`src/rtl/mux4_rr_arbiter.sv`:
```
// mux4_rr_arbiter
//   Round-robin arbiter and sequencer for a 4-to-1 mux datapath. Four
//   requesters (a, b, c, d) share one valid/ready output channel. A granted
//   requester keeps the channel until it sends its last beat, or until
//   MAX_BURST beats have transferred. The search start pointer then rotates
//   past the released requester. An idle bubble cycle always separates
//   consecutive bursts.
//
//   Ports
//     clk_i     clock, all state updates on the rising edge
//     rst_i     synchronous reset, active-high
//     req_i     req_i[i]: requester i has a beat available (0=a .. 3=d)
//     last_i    last_i[i]: current beat of requester i ends its burst
//     a_i..d_i  requester data
//     ready_i   downstream accepts the beat when valid_o & ready_i
//     gnt_o     one-hot grant, registered, zero when idle
//     sel_o     encoded select of the granted requester, registered
//     out_o     data of the selected requester (combinational from sel_o)
//     valid_o   beat on out_o is valid
//
//   state | meaning
//   IDLE  | no grant; pick the next requester round-robin from ptr
//   BUSY  | channel owned by sel; beats flow while req[sel] & ready
module mux4_rr_arbiter #(
    parameter int WIDTH     = 8,
    parameter int MAX_BURST = 4
) (
    input  logic             clk_i,
    input  logic             rst_i,
    input  logic [3:0]       req_i,
    input  logic [3:0]       last_i,
    input  logic [WIDTH-1:0] a_i,
    input  logic [WIDTH-1:0] b_i,
    input  logic [WIDTH-1:0] c_i,
    input  logic [WIDTH-1:0] d_i,
    input  logic             ready_i,
    output logic [3:0]       gnt_o,
    output logic [1:0]       sel_o,
    output logic [WIDTH-1:0] out_o,
    output logic             valid_o
);

    localparam int CNT_W = $clog2(MAX_BURST) + 1;
    localparam logic [CNT_W-1:0] CNT_LAST = CNT_W'(MAX_BURST - 1);

    typedef enum logic {
        IDLE = 1'b0,
        BUSY = 1'b1
    } state_t;

    state_t           state_q, state_d;
    logic [1:0]       sel_q, sel_d;
    logic [3:0]       gnt_q, gnt_d;
    logic [1:0]       ptr_q, ptr_d;
    logic [CNT_W-1:0] cnt_q, cnt_d;

    logic             found;
    logic [1:0]       win;
    logic [1:0]       idx;
    logic             xfer;

    // Round-robin search: first set request bit starting at ptr, wrapping mod 4.
    always_comb begin
        found = 1'b0;
        win   = ptr_q;
        idx   = ptr_q;
        for (int k = 0; k < 4; k++) begin
            idx = ptr_q + 2'(k);
            if (!found && req_i[idx]) begin
                found = 1'b1;
                win   = idx;
            end
        end
    end

    assign valid_o = (state_q == BUSY) && req_i[sel_q];
    assign xfer    = valid_o && ready_i;

    always_comb begin
        state_d = state_q;
        sel_d   = sel_q;
        gnt_d   = gnt_q;
        ptr_d   = ptr_q;
        cnt_d   = cnt_q;
        case (state_q)
            IDLE: begin
                if (found) begin
                    state_d = BUSY;
                    sel_d   = win;
                    gnt_d   = 4'b0001 << win;
                    cnt_d   = '0;
                end
            end
            BUSY: begin
                if (xfer) begin
                    if (last_i[sel_q] || (cnt_q == CNT_LAST)) begin
                        state_d = IDLE;
                        gnt_d   = '0;
                        ptr_d   = sel_q + 2'd1;
                        cnt_d   = '0;
                    end else begin
                        cnt_d = cnt_q + 1'b1;
                    end
                end
            end
            default: state_d = IDLE;
        endcase
    end

    always_ff @(posedge clk_i) begin
        if (rst_i) begin
            state_q <= IDLE;
            sel_q   <= '0;
            gnt_q   <= '0;
            ptr_q   <= '0;
            cnt_q   <= '0;
        end else begin
            state_q <= state_d;
            sel_q   <= sel_d;
            gnt_q   <= gnt_d;
            ptr_q   <= ptr_d;
            cnt_q   <= cnt_d;
        end
    end

    always_comb begin
        out_o = a_i;
        case (sel_q)
            2'd0: out_o = a_i;
            2'd1: out_o = b_i;
            2'd2: out_o = c_i;
            2'd3: out_o = d_i;
            default: out_o = a_i;
        endcase
    end

    assign gnt_o = gnt_q;
    assign sel_o = sel_q;

endmodule
```
`config.mk`:
```
export PLATFORM = sky130hd
export DESIGN_NAME = mux4_rr_arbiter
export DESIGN_NICKNAME = d
export VERILOG_FILES = /design/src/rtl/mux4_rr_arbiter.sv
export SDC_FILE = /design/constraint.sdc
export NUM_CORES = 1
export LEC_CHECK = 0
export ABC_AREA = 0
export ABC_CLOCK_PERIOD_IN_PS = 2100
export CORE_MARGIN = 2
export CORE_UTILIZATION = 36
export DETAILED_ROUTE_END_ITERATION = 10
export PLACE_DENSITY = 0.79
export SYNTH_ARGS = -nofsm -noshare
export SYNTH_HDL_FRONTEND = slang
export SYNTH_SLANG_ARGS = --single-unit
```
`constraint.sdc`:
```
create_clock -name clk_i -period 2.1 [get_ports clk_i]
set_input_delay 0.315 -clock clk_i [delete_from_list [all_inputs] [get_ports clk_i]]
set_output_delay 0.315 -clock clk_i [all_outputs]
set_load 0.005 [all_outputs]
```
# Word-level counts from Yosys, hierarchy flattened
# Index checks and enable logic that the tools add are counted.
word_totals:
  output_inout_bits: 15
  register_bits: 12
  inputBits: 43
  word_cells: 70
classes:
  n_shift: 1
  magnitude_cmp: 5
  n_reduce_logical: 14
  n_addsub: 5
  n_bitwise: 1
  mux: 32
  n_eq_ne: 7
op_table:
  columns: ["operator", "n"]
  rows:
  - ["8-bit case mux with 4 select lines", 1]
  - ["2-bit by 3-bit < comparator with 1-bit output, second input constant", 5]
  - ["1-bit two-way mux", 13]
  - ["1-bit binary-select mux with 2-bit select", 6]
  - ["4-bit two-way mux", 3]
  - ["3-bit two-way mux", 3]
  - ["4-bit case mux with 2 select lines", 1]
  - ["2-bit two-way mux", 3]
  - ["3-bit case mux with 2 select lines", 1]
  - ["3-bit AND reduction", 2]
  - ["1-bit logical AND", 5]
  - ["2-bit by 1-bit adder with 2-bit output, second input constant", 2]
  - ["2-bit adder, second input constant", 2]
  - ["2-bit == test, second input constant", 2]
  - ["2-bit by 1-bit != test with 1-bit output, second input constant", 2]
  - ["2-bit AND reduction", 2]
  - ["1-bit by 2-bit left shift with 4-bit output, first input constant", 1]
  - ["3-bit by 1-bit adder with 3-bit output, second input constant", 1]
  - ["3-bit by 2-bit == test with 1-bit output, second input constant", 1]
  - ["1-bit zero test", 3]
  - ["2-bit by 1-bit == test with 1-bit output, second input constant", 1]
  - ["2-bit zero test", 1]
  - ["2-bit != test, second input constant", 1]
  - ["1-bit case mux with 2 select lines", 1]
  - ["2 further kinds", 2]

# Logic depth before layout (Yosys ltp)
logic_depth:
  word_depth: 15
  mapped_depth: 7
  ltp_nobuf: 6

# Least setup slack after synthesis
# OpenSTA, ideal clock, no wires.
synth_timing:
  kind: "flip-flop to flip-flop"
  from: "register sel_q[0] (netlist: sel_o[0])"
  to: "register ptr_q[1]"
  setup_ns: 0.128
  path_slack_ns: 0.348
  n_path_buf: 1
  stages_incl_launch_ff: 7
  period_less_slack_ns: 1.752
  arrival_ns: 1.625
  t_required_ns: 1.972
  cell_sequence: "dfxtp_1 > mux4_1 > nand3_2 > nand2b_1 > buf_4 > mux2i_1 > nor2_1"
synth_between:
  elab_chain_cells: 5
  word_cells_on_any_way: 9
  classes_between: "add/sub: 1; mux: 4; reduce/logical: 4"
synth_lines:
  columns: ["item", "line", "text"]
  rows:
  - ["from (decl)", "52", "logic [1:0] sel_q, sel_d;"]
  - ["from (signal assigned)", "119", "sel_q <= sel_d;"]
  - ["1-bit binary-select mux with 2-bit select", "76", "assign valid_o = (state_q == BUSY) && req_i[sel_q];"]
  - ["1-bit two-way mux (not written as such)", "76", null]
  - ["1-bit logical AND", "76", null]
  - ["1-bit logical AND", "77", "assign xfer = valid_o && ready_i;"]
  - ["3-bit AND reduction (no source line)", null, null]
  - ["to (signal assigned)", "121", "ptr_q <= ptr_d;"]
  - ["to (decl)", "54", "logic [1:0] ptr_q, ptr_d;"]
# Parallel ways exist; a longest one is shown, timed or not. The select of a mux whose other input is x is not followed.
# A chain may end at the register's enable or synchronous reset.

# Worst setup path in the final report
layout_timing:
  from: "register sel_q[0] (netlist: sel_o[0])"
  to: "output out_o[0]"
layout_between:
  elab_chain_cells: 2
  word_cells_on_any_way: 5
  classes_between: "eq/ne: 3; mux: 1; reduce/logical: 1"
layout_lines:
  columns: ["item", "line", "text"]
  rows:
  - ["2-bit == test, or another cell as far along", "128", "case (sel_q)"]
  - ["8-bit case mux with 4 select lines (*)", "128", null]
  - ["to (decl)", "39", "output logic [WIDTH-1:0] out_o,"]
# Every way passes the cells marked *; elsewhere a longest branch is shown, timed or not.

==> metrics.md <==
| Metric | Value |
|---|---|
| Run status | `finished, final reports clean` |
| Slew at the pin with the worst max-slew slack | `0.418 ns` |
| WL/cell | `14.3 microns` |
| P&R area growth vs syn | `78.2%` |
| Netlist area before placement | `913 sq um` |
| Wire length of the first global-routing pass | `4.42 mm` |
| Clock period minus final worst setup slack | `2.01 ns` |
| FF+latch count, synth | `12` |
| Count of pins over their slew limit | `0` |
| Main combinational cell family by area after synthesis | `compound AO/OA/AOI/OAI gates` |
| Maximum buffer depth of the clock tree | `2` |
| Hold WC Path Type | `reg -> reg` |
| Synthesized-area fraction occupied by and/or/nand/nor cells | `19.5%` |
| Kind of end point of the critical path | `output pin` |
| Clock transition at the registers of the reported paths | `0.08 ns` |
| Yosys warns | `0` |
| Largest cells by area after synthesis | `dfxtp_1 26%, mux2i_1 11%, a222oi_1 8.8%, ha_1 8.2%, a21oi_1 6.0%` |
| Highest fanout seen on the critical path | `8` |
| Clock sink total | `12` |
| Commonest cells in the synthesized netlist | `13 x inv_1, 12 x dfxtp_1, 11 x a21oi_1, 10 x mux2i_1` |
| Worst Path Required | `1.78 ns` |
| Post-synthesis sequential area ratio | `26.3%` |
| DPL Wire Length | `2.35 mm` |
| Critical Path Start Type | `flop` |
| Maximum number of pins on one net before global-route repair | `13` |
| Compound-gate portion of the synthesized area | `21.1%` |
| Number of global-route vias before repair | `1003` |
| CP max stage delay | `0.35 ns` |
| PD cells | `422 nW/um^2` |
| Count leader, synth | `inv_1` |
| Net Count, Synth | `160` |
| Number of routed nets with antenna violations | `0` |
| Category of the most critical setup path | `reg -> out` |
| Number of buffers added by the clock tree synthesis step | `3` |
| Cells after Synth | `111` |
| Worst EP arrival | `1.70 ns` |
| IR drop worst, VDD | `0.000466 V` |
| ANT cells | `0` |
| Setup violation total in the final timing report | `0` |
| Number of enable-type register cells in the synthesized netlist | `0` |
| Adder and majority cell fraction of the synthesized area | `8.22%` |
| Most area-hungry cell type in the Yosys netlist | `dfxtp_1` |
| Unrepaired setup endpoints after global routing | `yes` |
| Ys async rst share | `0%` |
| Worst setup skew after layout | `0.00681 ns` |
| Portion of synthesized cell area occupied by the leading cell type | `26.3%` |
| CTS tree | `built` |
| Via count of the routed design | `1052` |
| Later-pin clock latency in the skew report | `0.28 ns` |
| Number of different library cells in the post-synthesis netlist | `26` |
| Number of hold violations in the final report | `0` |
| Die footprint | `2960 sq um` |
| Reported leakage power | `0.709 nW` |
| Highest achievable clock rate | `497 MHz` |
| Total chip power | `686 uW` |
| Starting Density | `37.6%` |
| Sum of negative setup slack | `0 ns` |
| Routed wire length | `2.94 mm` |
| Leading register cell type out of synthesis | `dfxtp_1` |
| DRC | `0` |
| Levels on crit path | `5` |
| Standard-cell rows | `18` |
| Clk Tree Root Cell | `clkbuf_4` |
| Vias per std cell | `5.13` |
| Worst-case headroom to the max-slew limit | `72.1%` |
| Total global routing overflow | `0` |
| Y dimension of the die | `54.4 microns` |
| Global placement routability congestion | `0.808` |
| Width of the die | `54.4 microns` |
| Total iterations of the first detailed-routing run | `4` |
| Standard cell with the maximum stage delay on the critical path | `dfxtp_4` |
| Number of cells traversed by the worst register-to-register path | `7` |
| Post-Syn Area per Cell | `8.23 sq um` |
| Number of nets at the end of the flow | `225` |
| Overall routing resource usage | `20.4%` |
| Worst Hold Path Cells | `2` |
| Top cell family by delay on the critical path | `buffers and inverters` |
| Cells traversed along the worst timing path | `buf_4, ha_4, a222oi_1, mux2i_1, dlygate4sd2_1` |
| Worst path bufs/invs | `2` |
| Fraction of layout cells with a size suffix above 1 | `14.9%` |
| Initial detailed-routing violation count | `49` |
| Area share of xor/xnor cells in the synthesized design | `0%` |
| Crit share post-route | `95.7%` |
| I/O pin cnt | `58` |
| Count of max-cap constraint violations | `0` |
| Initial antenna violation count | `0` |
| CTS H-Tree Depth | `1` |
| Core Footprint | `2430 sq um` |
| Proportion of synthesized area in mux cells | `16.3%` |
| # hold bufs at CTS | `0` |
| Setup fix buffers added after clock tree synthesis | `0` |
| IO buf count | `57` |
==> worst paths after layout <==
| kind | start | end | slack (ns) |
|---|---|---|---|
| max | sel_o[0]$_SDFFE_PP0P_ | out_o[0] | 0.09 |
| max reg2reg | sel_o[0]$_SDFFE_PP0P_ | gnt_o[3]$_SDFFE_PP0P_ | 0.16 |
| min reg2reg | gnt_o[0]$_SDFFE_PP0P_ | gnt_o[0]$_SDFFE_PP0P_ | 0.47 |
| min | gnt_o[0]$_SDFFE_PP0P_ | gnt_o[0]$_SDFFE_PP0P_ | 0.47 |
==> timing repair <==
action | in CTS | in global routing
gates cloned | 0 | 0
resized for setup | 20 | 5
endpoints found under the setup margin | 9 | 6
pin swaps | 6 | 6
==> layout by cell type (no fill, tap or decap) <==
cell	instances
clkbuf_8	1
nand3_2	1
nand3_1	7
or3_1	4
or2_4	1
clkdlybuf4s50_1	48
dfxtp_1	10
o21ai_0	3
clkbuf_4	3
nand3b_1	2
clkbuf_2	2
a32oi_1	1
a21oi_1	11
nand2_1	6
dfxtp_4	2
ha_2	1
o2111ai_1	1
ha_1	2
a21boi_0	1
buf_4	10
o211a_1	1
inv_1	13
mux4_2	2
nor2b_1	2
nand2b_1	2
ha_4	3
a222oi_1	8
dlygate4sd2_1	7
a21o_1	1
nor2_1	8
mux2i_1	10
and2_1	1
==> report_power, final <==
group	internal, mW	switching (mW)	total (mW)
clock network	0.105	0.0784	0.184
registers	0.237	0.0101	0.247
logic	0.162	0.0938	0.256
==> per-stage QoR <==
step | worst slack, ns | instances | hold slack, ns | utilization (%) | area, sq um
floorplan | 0.348 | 111 | 0.384 | - | 913
global placement | -0.107 | 201 | 0.456 | 64.4 | 1570
detailed placement | -0.109 | 201 | 0.460 | 64.4 | 1570
CTS | 0.0654 | 205 | 0.472 | 67.1 | 1630
global route | -0.0112 | 205 | 0.503 | 66.9 | 1630
finish | 0.0893 | 205 | 0.471 | 66.9 | 1630
==> area by class of cell <==
cell class              instances  area, sq um
fillers                       207          805
multi-input cells              79          631
repair buffers                 67          627
flip-flops and latches         12          248
inverters                      13         48.8
well taps                      30         37.5
clock buffers                   4         36.3
==> cells by family (layout without fill, tap and decap cells) <==
| group | count (synthesis) | count (layout) |
|---|---|---|
| simple gates | 34 | 34 |
| compound gates | 27 | 27 |
| buf+inv | 20 | 84 |
| mux | 12 | 12 |
| flops | 12 | 12 |
| fa+ha+maj | 6 | 6 |
==> state kept, by name, summed over array words and instances (netlist names) <==
signal,cells
sel_o,2
cnt_q,3
ptr_q,2
state_q,1
gnt_o,4
==> worst reg2reg max path, stage by stage (launching register included) <==
cell      delay (ns)
dfxtp_4         0.36
buf_4           0.15
mux4_2          0.50
or2_4           0.26
nand2b_1        0.16
buf_4           0.17
nand3_1         0.10
a21oi_1         0.18
==> layer usage <==
metal | up-vias | GRT usage, % | wire length, microns
met5 | - | 0 | 0
met4 | 0 | 2.50 | 7
met3 | 2 | 6.56 | 335
met2 | 40 | 40.6 | 1510
met1 | 477 | 20.8 | 1080
li1 | 533 | - | -
Power figures use the tool's default switching activity.
